<file path="src/rtl/jpeg_dec_pi_feeder_if.sv">
// Byte-in / word-out handshake bundle for the JPEG ECS feeder.
// The slave side is the feeder; the master side is the byte source plus the VLD.
interface jpeg_dec_pi_feeder_if #(
  parameter int PI_W = 32
);
  logic            BS_EN;
  logic [7:0]      BS_DAT;
  logic            BS_RDY;
  logic            PI_EMPTY;
  logic            PI_REQ;
  logic [PI_W-1:0] PI;
  logic            PI_RST_MRK;
  logic            PI_EOI_MRK;

  modport master (
    output BS_EN, BS_DAT, PI_REQ,
    input  BS_RDY, PI_EMPTY, PI, PI_RST_MRK, PI_EOI_MRK
  );

  modport slave (
    input  BS_EN, BS_DAT, PI_REQ,
    output BS_RDY, PI_EMPTY, PI, PI_RST_MRK, PI_EOI_MRK
  );
endinterface

</file>
<file path="src/rtl/jpeg_dec_pi_feeder.sv">
// JPEG ECS byte unstuffer and word packer.
// Removes 0xFF00 stuffing and 0xFF fill bytes, packs payload bytes MSB-first into
// 32-bit words, and closes the current word at RSTn / EOI markers with 0xFF padding
// and a marker flag. Words queue in a small first-word-fall-through FIFO for the VLD.
//
//   state  | meaning
//   S_DATA | plain payload bytes; 0xFF opens a marker/stuffing sequence
//   S_FF   | previous byte was 0xFF; next byte decides stuffing, fill or marker
//   S_DONE | EOI seen; input stalled until INIT or HRESET
module jpeg_dec_pi_feeder #(
  parameter int PI_W  = 32,
  parameter int FD_AW = 2
) (
  input  logic                 HCLK,
  input  logic                 HRESET,
  input  logic                 INIT,
  output logic                 MRK_ERR,
  jpeg_dec_pi_feeder_if.slave  bus
);

  localparam int               DEPTH     = 1 << FD_AW;
  localparam logic [FD_AW:0]   DEPTH_CNT = (FD_AW+1)'(DEPTH);

  typedef enum logic [1:0] {S_DATA, S_FF, S_DONE} state_t;

  state_t            state_q, state_d;
  logic [23:0]       asm_q, asm_d;
  logic [1:0]        bcnt_q, bcnt_d;
  logic [2:0]        ridx_q, ridx_d;
  logic              err_q, err_d;

  logic [PI_W-1:0]   mem_q [DEPTH];
  logic [DEPTH-1:0]  rmk_q, emk_q;
  logic [FD_AW-1:0]  wptr_q, rptr_q;
  logic [FD_AW:0]    fcnt_q;

  logic              clr;
  logic              acc;
  logic              pop;
  logic              push;
  logic [PI_W-1:0]   push_word;
  logic              push_rst;
  logic              push_eoi;
  logic              append;
  logic              marker;
  logic [7:0]        app_byte;
  logic              empty;

  assign clr   = HRESET | INIT;
  assign empty = (fcnt_q == '0);

  // A byte is only offered room when the FIFO can absorb the one word it might complete.
  assign bus.BS_RDY     = (fcnt_q < DEPTH_CNT) && (state_q != S_DONE);
  assign acc            = bus.BS_EN & bus.BS_RDY;
  assign pop            = bus.PI_REQ & ~empty;
  assign bus.PI_EMPTY   = empty;
  assign bus.PI         = mem_q[rptr_q];
  assign bus.PI_RST_MRK = rmk_q[rptr_q] & ~empty;
  assign bus.PI_EOI_MRK = emk_q[rptr_q] & ~empty;
  assign MRK_ERR        = err_q;

  // Byte decode, word assembly and marker handling for the accepted byte.
  always_comb begin
    state_d   = state_q;
    asm_d     = asm_q;
    bcnt_d    = bcnt_q;
    ridx_d    = ridx_q;
    err_d     = err_q;
    append    = 1'b0;
    marker    = 1'b0;
    app_byte  = bus.BS_DAT;
    push      = 1'b0;
    push_word = '0;
    push_rst  = 1'b0;
    push_eoi  = 1'b0;

    if (acc) begin
      unique case (state_q)
        S_DATA: begin
          if (bus.BS_DAT == 8'hFF) state_d = S_FF;
          else                     append  = 1'b1;
        end
        S_FF: begin
          if (bus.BS_DAT == 8'h00) begin
            append   = 1'b1;
            app_byte = 8'hFF;
            state_d  = S_DATA;
          end else if (bus.BS_DAT == 8'hFF) begin
            state_d = S_FF;
          end else if (bus.BS_DAT[7:3] == 5'b11010) begin
            marker   = 1'b1;
            push_rst = 1'b1;
            state_d  = S_DATA;
            if (bus.BS_DAT[2:0] != ridx_q) err_d = 1'b1;
            // Resync to the received index so one lost marker flags only once.
            ridx_d   = bus.BS_DAT[2:0] + 3'd1;
          end else if (bus.BS_DAT == 8'hD9) begin
            marker   = 1'b1;
            push_eoi = 1'b1;
            state_d  = S_DONE;
          end else begin
            err_d   = 1'b1;
            state_d = S_DATA;
          end
        end
        default: state_d = state_q;
      endcase
    end

    if (append) begin
      if (bcnt_q == 2'd3) begin
        push      = 1'b1;
        push_word = {asm_q, app_byte};
        bcnt_d    = 2'd0;
      end else begin
        unique case (bcnt_q)
          2'd0:    asm_d[23:16] = app_byte;
          2'd1:    asm_d[15:8]  = app_byte;
          default: asm_d[7:0]   = app_byte;
        endcase
        bcnt_d = bcnt_q + 2'd1;
      end
    end

    // Markers always close exactly one word; unfilled low bytes read as 0xFF.
    if (marker) begin
      push   = 1'b1;
      bcnt_d = 2'd0;
      unique case (bcnt_q)
        2'd0:    push_word = 32'hFFFF_FFFF;
        2'd1:    push_word = {asm_q[23:16], 24'hFF_FFFF};
        2'd2:    push_word = {asm_q[23:8], 16'hFFFF};
        default: push_word = {asm_q, 8'hFF};
      endcase
    end
  end

  // Byte FSM and assembly registers.
  always_ff @(posedge HCLK) begin
    if (clr) begin
      state_q <= S_DATA;
      asm_q   <= '0;
      bcnt_q  <= '0;
      ridx_q  <= '0;
      err_q   <= 1'b0;
    end else begin
      state_q <= state_d;
      asm_q   <= asm_d;
      bcnt_q  <= bcnt_d;
      ridx_q  <= ridx_d;
      err_q   <= err_d;
    end
  end

  // FIFO storage; contents are irrelevant while empty, so no reset is needed.
  always_ff @(posedge HCLK) begin
    if (push) begin
      mem_q[wptr_q] <= push_word;
      rmk_q[wptr_q] <= push_rst;
      emk_q[wptr_q] <= push_eoi;
    end
  end

  // FIFO pointers and occupancy.
  always_ff @(posedge HCLK) begin
    if (clr) begin
      wptr_q <= '0;
      rptr_q <= '0;
      fcnt_q <= '0;
    end else begin
      if (push) wptr_q <= wptr_q + FD_AW'(1);
      if (pop)  rptr_q <= rptr_q + FD_AW'(1);
      unique case ({push, pop})
        2'b10:   fcnt_q <= fcnt_q + (FD_AW+1)'(1);
        2'b01:   fcnt_q <= fcnt_q - (FD_AW+1)'(1);
        default: fcnt_q <= fcnt_q;
      endcase
    end
  end

endmodule

</file>
<file path="src/flat_wrapper.sv">
// flat-port wrapper written by rule: the top's interface ports become plain ports
module jpeg_dec_pi_feeder_flat 
#(
  parameter int PI_W  = 32,
  parameter int FD_AW = 2
)
  (HCLK, HRESET, INIT, MRK_ERR, bus_BS_EN, bus_BS_DAT, bus_PI_REQ, bus_BS_RDY, bus_PI_EMPTY, bus_PI, bus_PI_RST_MRK, bus_PI_EOI_MRK);
  jpeg_dec_pi_feeder_if #(.PI_W(PI_W)) bus_i ();
  input  logic HCLK;
  input  logic HRESET;
  input  logic INIT;
  output logic MRK_ERR;
  input wire logic [$bits(bus_i.BS_EN)-1:0] bus_BS_EN;
  input wire logic [$bits(bus_i.BS_DAT)-1:0] bus_BS_DAT;
  input wire logic [$bits(bus_i.PI_REQ)-1:0] bus_PI_REQ;
  output wire logic [$bits(bus_i.BS_RDY)-1:0] bus_BS_RDY;
  output wire logic [$bits(bus_i.PI_EMPTY)-1:0] bus_PI_EMPTY;
  output wire logic [$bits(bus_i.PI)-1:0] bus_PI;
  output wire logic [$bits(bus_i.PI_RST_MRK)-1:0] bus_PI_RST_MRK;
  output wire logic [$bits(bus_i.PI_EOI_MRK)-1:0] bus_PI_EOI_MRK;
  assign bus_i.BS_EN = bus_BS_EN;
  assign bus_i.BS_DAT = bus_BS_DAT;
  assign bus_i.PI_REQ = bus_PI_REQ;
  assign bus_BS_RDY = bus_i.BS_RDY;
  assign bus_PI_EMPTY = bus_i.PI_EMPTY;
  assign bus_PI = bus_i.PI;
  assign bus_PI_RST_MRK = bus_i.PI_RST_MRK;
  assign bus_PI_EOI_MRK = bus_i.PI_EOI_MRK;
  jpeg_dec_pi_feeder #(.PI_W(PI_W), .FD_AW(FD_AW)) u_core (.HCLK(HCLK), .HRESET(HRESET), .INIT(INIT), .MRK_ERR(MRK_ERR), .bus(bus_i));
endmodule
</file>
<file path="config.mk">
export PLATFORM = sky130hd
export DESIGN_NAME = jpeg_dec_pi_feeder_flat
export DESIGN_NICKNAME = d
export VERILOG_FILES = /design/src/rtl/jpeg_dec_pi_feeder_if.sv /design/src/rtl/jpeg_dec_pi_feeder.sv /design/src/flat_wrapper.sv
export SDC_FILE = /design/constraint.sdc
export NUM_CORES = 1
export LEC_CHECK = 0
export CORE_MARGIN = 3
export CORE_UTILIZATION = 40
export CTS_BUF_LIST = sky130_fd_sc_hd__clkbuf_4 sky130_fd_sc_hd__clkbuf_8 sky130_fd_sc_hd__clkbuf_16
export CTS_CLUSTER_SIZE = 20
export DETAILED_ROUTE_END_ITERATION = 8
export PLACE_DENSITY = 0.66
export SLEW_MARGIN = 10
export SYNTH_ARGS = -nofsm -noshare
export SYNTH_HDL_FRONTEND = slang
export SYNTH_SLANG_ARGS = --single-unit
</file>
<file path="constraint.sdc">
create_clock -name HCLK -period 3.3 [get_ports HCLK]
set_input_delay 0.66 -clock HCLK [delete_from_list [all_inputs] [get_ports HCLK]]
set_output_delay 0.66 -clock HCLK [all_outputs]
set_load 0.02 [all_outputs]
</file>
==> reports/metrics.csv, run 1 <==
metric;value;unit
initial antenna violation count;0;
Antenna Nets Post-Route;0;
Layout Nets;547;
mapped cell area;7142;µm²
core area;17420;µm²
gr ovfl total;0;
WL final;14.57;mm
Port Buf Inserts;49;
syn_nets;460;
Overall Global Routing Usage;15.83;%
Worst setup EP type;flop;
layout cells sized above 1;24.86;%
setup bufs post-CTS;0;
clock-pin slew on the worst setup and hold paths;0.07;ns
Filler cells;1443;
drt first-iter violations;308;
WP data arrival;3.40;ns
PD cells;515.8;nW/µm²
top_reg_cell synth;edfxtp_1;
latest clock arrival within the worst-skew pair;0.43;ns
Num CTS Buffers;17;
worst hold path cell count;2;
Post-DP HPWL;9.653;mm
Max-Cap Viols;0;
CP Class;primary input to flop;
worst path required time;3.66;ns
run status;finished, final reports clean;
Worst-Margin Slew;0.5937;ns
ranking of synthesized cells by area;edfxtp_1 (57%), dfxtp_1 (11%), mux4_2 (11%);
Layout area overhead;23.62;%
die span in x;139.6;µm
R2R Setup Slk;0.50;ns
fmax;329.0;MHz
Root Buffer;clkbuf_16;
Async S/R FF share, synth;0;%
clk_skew;0.009247;ns
register area share after synthesis;68.68;%
Netlist cell types;46;
Die Y;139.6;µm
crit-path cells;clkdlybuf4s50_1 -> inv_1 -> ha_1 -> or3b_2 -> or4_4 -> nand3_4 -> inv_4 -> ha_1 -> inv_1 -> fa_1 -> xor2_1 -> or3_1 -> a21oi_1;
H-tree levels;4;
crit path max fanout;3;
pre-CTS setup slack;-0.1783;ns
diodes inserted;0;
Vias/cell;5.366;
Hold WC Path Type;flop to flop;
post-cts repair resize count;0;
area share of the largest cell type after synthesis;57.18;%
Synth Register Bits;177;
Final Hold Viols;0;
vias in the first global route;4321;
final setup margin;0.2607;ns
Post-Syn Area per Cell;16.57;µm²
footprint of the multi-input gates;2068;µm²
total negative slack;0;ns
Max-slew headroom;60.00;%
peak supply drop;0.3966;mV
routability cong.;0.8767;
largest net degree at the start of global routing;35;
Post-synth EDFFs;136;
DRC viols;0;
RSZ-0062 raised after global routing;no;
maximum buffer depth of the clock tree;2;
leading area contributor after synthesis;edfxtp_1;
final slew viol count;0;
clk sink count;177;
hold_buf cts;0;
Final Cycle Share;92.10;%
first-pass GRT wire length;23.63;mm
Syn Inst Count;431;
drt wl/cell;19.28;µm
crit start category;primary input;
Critical Path Max Stage Delay;0.46;ns
Row Count;48;
worst hold margin;0.4838;ns
CP max stage cell;or3b_2;
Pleak;2.926;nW
vias;4057;
Sequential Area;4906;µm²
Initial Utilization;41.01;%
utilization after layout;50.69;%
Yosys warning count;0;
Tmin final;3.039;ns
CTS tree;yes;
die area;19490;µm²
setup violators final;0;
Pre-antenna DRT Iters;4;
I/O pin count;50;
Worst R2R Path Depth;11;
## metal layers
layer | track usage (%) | share of wire [%] | vias up
met5 | 0 | 0 | -
met4 | 5.507 | 1.4 | 0
met3 | 3.849 | 4.2 | 16
met2 | 26.77 | 51 | 102
met1 | 20.09 | 44 | 2070
li1 | - | - | 1869
## Yosys cell counts (all sizes together), types with 4 or more instances
cell    instances
nand2          16
and2            4
o21ai          12
xor2            6
ha             15
mux4           34
nor2           26
dfxtp          41
clkbuf         11
buf             9
o21a           16
a21oi          21
o221a          18
inv            19
edfxtp        136
a221oi          6
nand3           4
## worst paths after layout
path | end | start
min | u_core.asm_q[16] | u_core.asm_q[16]
max | u_core.fcnt_q[2] | bus_BS_DAT[0]
max reg2reg | u_core.fcnt_q[2] | u_core.bcnt_q[0]
min reg2reg | u_core.asm_q[16] | u_core.asm_q[16]
## per-stage QoR
step           cell area (µm²)  std cells  total power, mW
6_report                  8828        756            4.553
5_1_grt                   8828        756            4.700
4_1_cts                   8828        756            4.587
3_3_place_gp              8213        724            2.528
3_5_place_dp              8213        724            2.530
2_1_floorplan             7142        431            2.476
## worst max-delay path, delay by kind of cell
| family | cells | cell delay (ns) |
|---|---|---|
| simple gates | 4 | 1.32 |
| compound gates | 1 | 0.14 |
| buf+inv | 4 | 0.65 |
| xor+xnor | 1 | 0.08 |
| fa+ha+maj | 3 | 0.54 |
## flip-flops by register name (all words and copies together) (netlist names), named ones only
name	flops
u_core.wptr_q	2
u_core.rptr_q	2
u_core.bcnt_q	2
u_core.fcnt_q	3
u_core.ridx_q	3
u_core.rmk_q	4
u_core.state_q	2
u_core.mem_q	128
u_core.emk_q	4
u_core.MRK_ERR	1
u_core.asm_q	24
## power breakdown
part           internal, mW  switching [mW]  total [mW]
Sequential             2.37         0.00501        2.38
Clock                  1.24           0.827        2.07
Combinational        0.0462          0.0577       0.104
## cell usage in the layout, fill, tap and decap left out, types with 3 or more instances in the layout
cell / instances
edfxtp_1: 136
clkdlybuf4s50_1: 49
dfxtp_1: 40
mux4_2: 34
buf_4: 31
nor2_1: 26
a21oi_1: 21
inv_1: 18
o221a_2: 18
clkbuf_16: 17
o21a_1: 16
nand2_1: 16
ha_1: 15
o21ai_0: 10
buf_12: 8
a221oi_1: 6
xor2_1: 6
and2_1: 4
nor2b_1: 3
nand3_1: 3
a21boi_1: 3
mux2i_1: 3
clkinv_2: 3
bufinv_16: 3
inv_6: 3
## kinds of logic after synthesis
family	Yosys count	share of synthesized area, %
AND/OR/NAND/NOR	71	5.221
AO/OA/AOI/OAI	83	8.707
XOR/XNOR	8	0.9811
multiplexers	37	11.14
adder cells (fa/ha/maj)	16	2.908
buffers and inverters	39	2.365
flip-flops	177	68.68
## final cells by class
cell class,count,share of cell area [%]
Clock buffer,20,5.215
Clock inverter,12,1.757
Inverter,19,0.8362
Multi-Input combinational cell,215,23.43
Sequential cell,177,55.57
Tap cell,225,3.189
Timing Repair Buffer,88,10.01
Note: power is estimated with default switching activity, not from simulation.
==> run 2: changes to the inputs <==
--- a/config.mk
+++ b/config.mk
@@ -10,7 +10,7 @@
 export CTS_BUF_LIST = sky130_fd_sc_hd__clkbuf_4 sky130_fd_sc_hd__clkbuf_8 sky130_fd_sc_hd__clkbuf_16
 export CTS_CLUSTER_SIZE = 20
 export DETAILED_ROUTE_END_ITERATION = 8
-export PLACE_DENSITY = 0.66
+export PLACE_DENSITY = 0.59
 export SLEW_MARGIN = 10
 export SYNTH_ARGS = -nofsm -noshare
 export SYNTH_HDL_FRONTEND = slang
==> run 2 against run 1 <==
Register-to-register slack better by 0.26 ns; cell count increased by 0.79%; fmax is 2.7% lower; count of clock-buffer cells in the layout decreased by 1; highest routed layer unchanged; clock skew is 0.0039 ns higher; total power down 2.7%; worst setup slack got worse by 0.084 ns; clock power down 6%; hold slack got worse by 0.011 ns; critical path type unchanged; critical endpoint unchanged; largest power group unchanged.
==> reports/metrics.csv, run 2 (synthesized netlist as in run 1, its figures left out) <==
metric;value;unit;change
Row Count;48;;unchanged
Worst setup EP type;flop;;
R2R Setup Slk;0.76;ns;+0.26 ns
Final Hold Viols;0;;unchanged
layout cells sized above 1;25.51;%;+0.65 points
Placed Instances;730;;+0.83%
crit start category;primary input;;
Power Internal;3.552;mW;-3.0%
Max-Cap Viols;0;;unchanged
Worst-Margin Slew;0.5809;ns;-0.01282 ns
initial antenna violation count;0;;unchanged
WP data arrival;3.48;ns;+0.08 ns
final setup margin;0.1763;ns;-0.08441 ns
utilization after layout;50.65;%;about the same
Num CTS Buffers;17;;unchanged
Worst R2R Path Depth;11;;unchanged
crit path max fanout;4;;+1
Die Y;139.6;µm;unchanged
RSZ-0062 raised after global routing;no;;
first-pass GRT wire length;24.23;mm;+2.5%
vias;4058;;+0.025%
hold_buf cts;0;;unchanged
routability cong.;0.8075;;-7.9%
Layout area overhead;23.53;%;about the same
Pre-antenna DRT Iters;5;;+1
CTS tree;yes;;
Switching Share;19.82;%;+0.27 points
Clk pwr share;43.8;%;-1.7 points
clk sink count;177;;unchanged
final std cells w/o fill;762;;+0.79%
Antenna Nets Post-Route;0;;unchanged
maximum buffer depth of the clock tree;2;;unchanged
final slew viol count;0;;unchanged
Post-DP HPWL;9.937;mm;+2.9%
gr ovfl total;0;;unchanged
die span in x;139.6;µm;unchanged
H-tree levels;4;;unchanged
worst path required time;3.65;ns;about the same
PD cells;502.1;nW/µm²;-2.6%
clock-pin slew on the worst setup and hold paths;0.06;ns;about the same
Layout Nets;553;;+1.1%
total negative slack;0;ns;unchanged
setup violators final;0;;unchanged
largest net degree at the start of global routing;33;;-5.7%
crit path launch;bus_BS_DAT[1];;
Psw;877.8;µW;-1.4%
most flop-heavy register;u_core.mem_q;;
pre-CTS setup slack;-0.2234;ns;-0.04511 ns
worst hold margin;0.4728;ns;-0.01104 ns
Logic pwr share;2.5;%;+0.2 points
Port Buf Inserts;49;;unchanged
fmax;320.1;MHz;-2.7%
Max-slew headroom;61.02;%;+1.0 points
commonest non-fill, non-tap cell in the layout;edfxtp_1;;
Final Cycle Share;94.66;%;+2.6 points
drt wl/cell;19.98;µm;+3.6%
WL final;15.22;mm;+4.5%
run status;finished, final reports clean;;
peak supply drop;0.3995;mV;+0.72%
Overall Global Routing Usage;16.37;%;+0.54 points
I/O pin count;50;;unchanged
Vias/cell;5.325;;-0.76%
Tmin final;3.124;ns;+0.08441 ns
reg2reg start;u_core.bcnt_q[1];;
reg-to-reg endpoint;u_core.fcnt_q[2];;
Root Buffer;clkbuf_16;;
Initial Utilization;41.01;%;unchanged
drt first-iter violations;311;;+0.97%
CP Class;primary input to flop;;
setup bufs post-CTS;0;;unchanged
diodes inserted;0;;unchanged
die area;19490;µm²;unchanged
clk_skew;0.01319;ns;+0.003943 ns
Hold WC Path Type;flop to flop;;
DRC viols;0;;unchanged
vias in the first global route;4286;;-0.81%
latest clock arrival within the worst-skew pair;0.42;ns;about the same
post-cts repair resize count;0;;unchanged
core area;17420;µm²;unchanged
sequential power share;53.7;%;+1.5 points
max FFs per register;128;;unchanged
Top Registers;u_core.mem_q (128), u_core.asm_q (24);;
Pleak;2.930;nW;+0.15%
Worst setup endpoint;u_core.fcnt_q[2];;
commonest non-fill, non-tap cells in the layout;edfxtp_1 (136), clkdlybuf4s50_1 (49), dfxtp_1 (40);;
-- run 2: changes by cell type in the layout (fill, tap and decap cells not counted), sizes merged --
cell      previous run  this run
clkbuf              20        19
buf                 39        45
clkinv               4         6
clkinvlp             2         3
bufinv               3         2
inv                 22        21
-- run 2: per-stage QoR --
step / power, mW / area (µm²)
after floorplan: 2.476 / 7142
after global placement: 2.534 / 8245
after detailed placement: 2.535 / 8245
after CTS: 4.466 / 8822
after global routing: 4.571 / 8822
final: 4.430 / 8822
-- run 2: worst min path at each step --
| stage | to | cells past startpoint | start |
|---|---|---|---|
| after floorplan | u_core.asm_q[8] | 2 | u_core.asm_q[8] |
| after global placement | u_core.MRK_ERR | 1 | u_core.MRK_ERR |
| after detailed placement | u_core.asm_q[17] | 2 | u_core.asm_q[17] |
| after CTS | u_core.asm_q[17] | 2 | u_core.asm_q[17] |
| after global routing | u_core.asm_q[16] | 2 | u_core.asm_q[16] |
| final | u_core.asm_q[17] | 2 | u_core.asm_q[17] |
-- run 2: power by group through the flow --
stage	clock, mW	combinational (mW)	sequential, mW
finish	1.94	0.110	2.38
global route	2.08	0.119	2.38
CTS	1.98	0.110	2.38
detailed placement	0	0.109	2.43
global placement	0	0.108	2.43
floorplan	0	0.0516	2.42
-- run 2: critical path: stages --
cell	delay, ns
clkdlybuf4s50_1	0.47
inv_1	0.11
ha_1	0.17
or3b_2	0.48
or4_4	0.45
nand3_4	0.11
inv_4	0.04
ha_1	0.20
inv_1	0.08
fa_1	0.18
xor2_1	0.07
or3_1	0.30
a21oi_1	0.15
-- run 2: routing by layer --
metal	part of all wire, %	GRT usage (%)
met5	0	0
met4	1.5	5.711
met3	3.2	3.471
met2	51	27.53
met1	45	21.21
-- run 2: cell type report --
cell class              count  area, µm²
fillers                  1466       8594
flip-flops and latches    177       4906
multi-input cells         215       2068
repair buffers             94      915.9
clock buffers              19      440.4
well taps                 225      281.5
clock inverters            13      136.4
inverters                  19      73.82
==> run 3: changes to the inputs <==
--- a/config.mk
+++ b/config.mk
@@ -5,7 +5,8 @@
 export SDC_FILE = /design/constraint.sdc
 export NUM_CORES = 1
 export LEC_CHECK = 0
-export CORE_MARGIN = 3
+export CAP_MARGIN = 20
+export CORE_MARGIN = 10
 export CORE_UTILIZATION = 40
 export CTS_BUF_LIST = sky130_fd_sc_hd__clkbuf_4 sky130_fd_sc_hd__clkbuf_8 sky130_fd_sc_hd__clkbuf_16
 export CTS_CLUSTER_SIZE = 20
==> run 3 against run 2 <==
Clock skew about the same; combinational power fell by 5%; global-route usage is 3.5 points lower; sequential share of layout area is essentially flat; register-to-register slack worse by 0.02 ns; non-clock buffer count stayed put; critical path type unchanged; highest routed layer unchanged.
==> reports/metrics.csv, run 3 (synthesized netlist as in run 1, its figures left out) <==
metric;value;unit;change
Critical Path Max Stage Delay;0.49;ns;about the same
worst hold margin;0.4789;ns;+0.006138 ns
DRC viols;0;;unchanged
H-tree levels;4;;unchanged
crit start category;primary input;;
I/O pin count;50;;unchanged
Row Count;48;;unchanged
commonest non-fill, non-tap cell in the layout;edfxtp_1;;
Antenna Nets Post-Route;0;;unchanged
final setup margin;0.1815;ns;+0.005220 ns
setup violators final;0;;unchanged
Post-DP HPWL;10.06;mm;+1.2%
vias in the first global route;4203;;-1.9%
Initial Utilization;41.01;%;unchanged
hold_buf cts;0;;unchanged
Port Buf Inserts;49;;unchanged
max FFs per register;128;;unchanged
clock-pin slew on the worst setup and hold paths;0.07;ns;about the same
Filler cells;1483;;+1.2%
initial antenna violation count;0;;unchanged
Vias/cell;5.251;;-1.4%
dpl cell area;8233;µm²;-0.15%
worst path required time;3.66;ns;about the same
Max-Cap Viols;0;;unchanged
total design power;4.474;mW;+1.0%
final std cells w/o fill;762;;unchanged
Die Y;153.6;µm;+10%
pre-CTS setup slack;-0.2563;ns;-0.03291 ns
commonest non-fill, non-tap cells in the layout;edfxtp_1 (136), clkdlybuf4s50_1 (49), dfxtp_1 (40);;
total negative slack;0;ns;unchanged
Placed Instances;730;;unchanged
clk_skew;0.01289;ns;-0.0002992 ns
drt wl/cell;19.42;µm;-2.8%
peak supply drop;0.3961;mV;-0.86%
Top Registers;u_core.mem_q (128), u_core.asm_q (24);;
layout cells sized above 1;25.70;%;+0.19 points
vias;4001;;-1.4%
drt first-iter violations;244;;-22%
Layout Nets;553;;unchanged
crit path max fanout;4;;unchanged
largest net degree at the start of global routing;33;;unchanged
Hold WC Path Type;flop to flop;;
WL final;14.80;mm;-2.8%
Worst setup EP type;flop;;
Sequential Area;4906;µm²;unchanged
Worst-Margin Slew;0.6296;ns;+0.04877 ns
Pre-antenna DRT Iters;4;;-1
first-pass GRT wire length;23.77;mm;-1.9%
final slew viol count;0;;unchanged
WP data arrival;3.48;ns;about the same
PD cells;506.9;nW/µm²;+0.95%
die span in x;153.6;µm;+10%
Layout area overhead;23.58;%;about the same
fmax;320.7;MHz;+0.17%
CP max stage cell;clkdlybuf4s50_1;;
Overall Global Routing Usage;12.84;%;-3.5 points
latest clock arrival within the worst-skew pair;0.43;ns;about the same
crit-path cells;clkdlybuf4s50_1 -> inv_1 -> ha_1 -> or3b_2 -> or4_4 -> nand3_4 -> inv_4 -> ha_1 -> inv_1 -> fa_1 -> xor2_1 -> or3_1 -> a21oi_1;;
core area;17420;µm²;unchanged
Tmin final;3.118;ns;-0.005220 ns
fin area;8826;µm²;about the same
Num CTS Buffers;17;;unchanged
Final Hold Viols;0;;unchanged
Pleak;2.941;nW;+0.38%
diodes inserted;0;;unchanged
Max-slew headroom;57.74;%;-3.3 points
utilization after layout;50.68;%;about the same
Root Buffer;clkbuf_16;;
post-cts repair resize count;0;;unchanged
clk sink count;177;;unchanged
setup bufs post-CTS;0;;unchanged
footprint of the multi-input gates;2068;µm²;unchanged
die area;23600;µm²;+21%
gr ovfl total;0;;unchanged
RSZ-0062 raised after global routing;no;;
CP Class;primary input to flop;;
CTS tree;yes;;
run status;finished, final reports clean;;
Final Cycle Share;94.50;%;-0.16 points
maximum buffer depth of the clock tree;2;;unchanged
most flop-heavy register;u_core.mem_q;;
routability cong.;0.8265;;+2.4%
run 3: metal layers:
metal / global-route usage, % / part of all wire [%] / up-vias
li1: - / - / 1891
met1: 16.52 / 46 / 2040
met2: 20.77 / 50 / 63
met3: 3.096 / 3.6 / 7
met4: 4.408 / 0.76 / 0
met5: 0 / 0 / -
run 3: worst paths after layout:
kind | startpoint | endpoint | slack, ns | cells past startpoint
min | u_core.asm_q[1] | u_core.asm_q[1] | 0.48 | 2
min reg2reg | u_core.asm_q[1] | u_core.asm_q[1] | 0.48 | 2
max | bus_BS_DAT[0] | u_core.fcnt_q[2] | 0.18 | 13
max reg2reg | u_core.bcnt_q[0] | u_core.fcnt_q[2] | 0.74 | 11
run 3: where the power goes:
group / switching [mW] / internal [mW]
Sequential: 0.00481 / 2.37
Combinational: 0.0576 / 0.0478
Clock: 0.911 / 1.08
Total: 0.973 / 3.50
run 3: cell type report:
| type | instances | area share, % |
|---|---|---|
| sequential | 177 | 55.59 |
| multi-input combinational | 215 | 23.43 |
| timing repair buffer | 94 | 10.24 |
| clock buffer | 17 | 4.820 |
| tap | 225 | 3.190 |
| clock inverter | 15 | 1.900 |
| inverter | 19 | 0.8364 |
run 3: worst max-delay path: cells and delay by family:
family,cells,cell delay [ns]
buffers and inverters,4,0.70
AND/OR/NAND/NOR,4,1.33
adder cells (fa/ha/maj),3,0.54
XOR/XNOR,1,0.08
AO/OA/AOI/OAI,1,0.16
==> patch, RTL diff (config.mk and constraints of run 3) <==
`FD_AW` is set to 2 in 2 places; all go to 1.
--- a/src/rtl/jpeg_dec_pi_feeder.sv
+++ b/src/rtl/jpeg_dec_pi_feeder.sv
@@ -10,5 +10,5 @@
 module jpeg_dec_pi_feeder #(
   parameter int PI_W  = 32,
-  parameter int FD_AW = 2
+  parameter int FD_AW = 1
 ) (
   input  logic                 HCLK,
--- a/src/flat_wrapper.sv
+++ b/src/flat_wrapper.sv
@@ -3,5 +3,5 @@
 #(
   parameter int PI_W  = 32,
-  parameter int FD_AW = 2
+  parameter int FD_AW = 1
 )
   (HCLK, HRESET, INIT, MRK_ERR, bus_BS_EN, bus_BS_DAT, bus_PI_REQ, bus_BS_RDY, bus_PI_EMPTY, bus_PI, bus_PI_RST_MRK, bus_PI_EOI_MRK);
Function: changed (a bounded check fails within 10 cycles, from zero or initial values).
==> patch against run 3 <==
Area after synthesis fell by 34%; worst setup slack better by 440 ps; largest cell class unchanged; combinational power is 5% higher; sequential cell count is 72 lower; die area is 30% lower; highest routed layer unchanged; critical endpoint is now bus_PI[19]; routed wire length shrank 34%; cell area down 35%; total power is 44% lower.
==> patch: results (changes against run 3) <==
STATUS='finished clean'
MAXSLEWHEADROOM_PCT=57.2  # -0.57 points
POST_SYNTH_MAIN_AREA_CONTRIBUTORS='edfxtp_1, dfxtp_1, mux2_1'
SEQ_POWER_mW=1.39  # -42%
FINAL_MIN_PERIOD_OVER_CLOCK_PERIOD_PCT=81.3  # -13 points
AVGROUTEDWIREPERCELL_UM=18.1  # -7.0%
WORSTREG2REGEND='u_core.mem_q[0][17]'
TRACK_USAGE_PCT=12.2  # -0.67 points
FINAL_LAYOUT_SIZE_SUFFIX_GT1_SHARE_PCT=15.1  # -11 points
CTS_MAX_LEVEL=3  # -1
AVGSYNTHCELLAREA_UM2=14.1  # -15%
VIA_COUNT=2841  # -29%
VDD.IR_DROP.WORST_V=0.000209  # -47%
MIN_TO='u_core.ridx_q[0]'
FINCLKSKEW_PS=6.17  # -6.72 ps
FIRST_GLOBAL_VIAS=2921  # -31%
NUMBER_OF_BUFFERS_CREATED_BY_CTS=9  # -8
SETUP_SLACK_REG_TO_REG_PS=910  # +170 ps
SYNTH_XOR_AREA_SHARE_PCT=1.30  # +0.32 points
CRIT_PATH_MAX_INCR_DELAY_PS=550  # +60 ps
CRITICAL_PATH.MAX_FANOUT=32  # +28
CRITICAL_PATH.REG2REG.STARTPOINT='u_core.bcnt_q[1]'
GRT_PASS1_WL_MM=15.9  # -33%
LARGEST_DELAY_SHARE_FAMILY_WORST_PATH='buffers and inverters'
POWER.SWITCHING_FRACTION_PCT=21.0  # -0.70 points
NETLIST-CELL-TYPE-COUNT=56  # +22%
LEAKAGEPOWER_nW=2.00  # -32%
WORST_HOLD_SLACK_PS=513  # +33.8 ps
SETUP.WORST_PATH.END='bus_PI[19]'
HP-START='u_core.ridx_q[0]'
PLACE_CONGESTION=0.788  # -4.6%
DP_WORST_SETUP_SLACK_PS=295  # +551 ps
TOTAL_CLOCK_NETWORK_POWER_mW=0.997  # -50%
FIN_NETS=416  # -25%
CP.ARRIVAL_PS=2020  # -1460 ps
N_FILL_CELL=1001  # -33%
DRT-INITIAL-DRC-COUNT=168  # -31%
SYNTH_COMPOUND_AREA_SHARE_PCT=15.0  # +6.3 points
DPL.CELL_COUNT=524  # -28%
LAYOUT_TOP_REGISTERS='u_core.mem_q x64, u_core.asm_q x24, u_core.ridx_q x3'
POST_SYNTH_MUX_AREA_SHARE_PCT=8.29  # -2.8 points
FIN_CELLS=540  # -29%
SEQ_AREA_FRAC_SYNTH_PCT=59.1  # -9.6 points
patch: changes by cell type in the layout (fill, tap and decap cells not counted), sizes merged, moves of 7 or more:
cell	run 3	this run
edfxtp	136	68
mux4	34	0
mux2	0	32
buf	45	19
inv	28	10
a21oi	21	6
a21o	0	11
nand2	16	7
nor3	2	11
a31oi	0	7
o21a	16	9
patch: layout make-up:
type | count | area (um^2) | area share [%]
flip-flops and latches | 105 | 2780 | 48.8
multi-input cells | 199 | 1780 | 31.2
repair buffers | 68 | 646 | 11.3
clock buffers | 11 | 246 | 4.33
well taps | 143 | 179 | 3.14
inverters | 9 | 33.8 | 0.593
clock inverters | 5 | 31.3 | 0.549
patch: routing by layer:
metal	GRT usage, %	vias to the layer above	wire (um)
li1	-	1399	-
met1	16.6	1362	4660
met2	18.1	64	4350
met3	2.63	16	547
met4	5.56	0	193
met5	0	-	0
patch: worst register-to-register path: stages, from the launching register on:
cell,delay (ps)
dfxtp_1,420
ha_1,430
o21ba_1,310
or2_1,250
a21oi_1,530
nor3_1,170
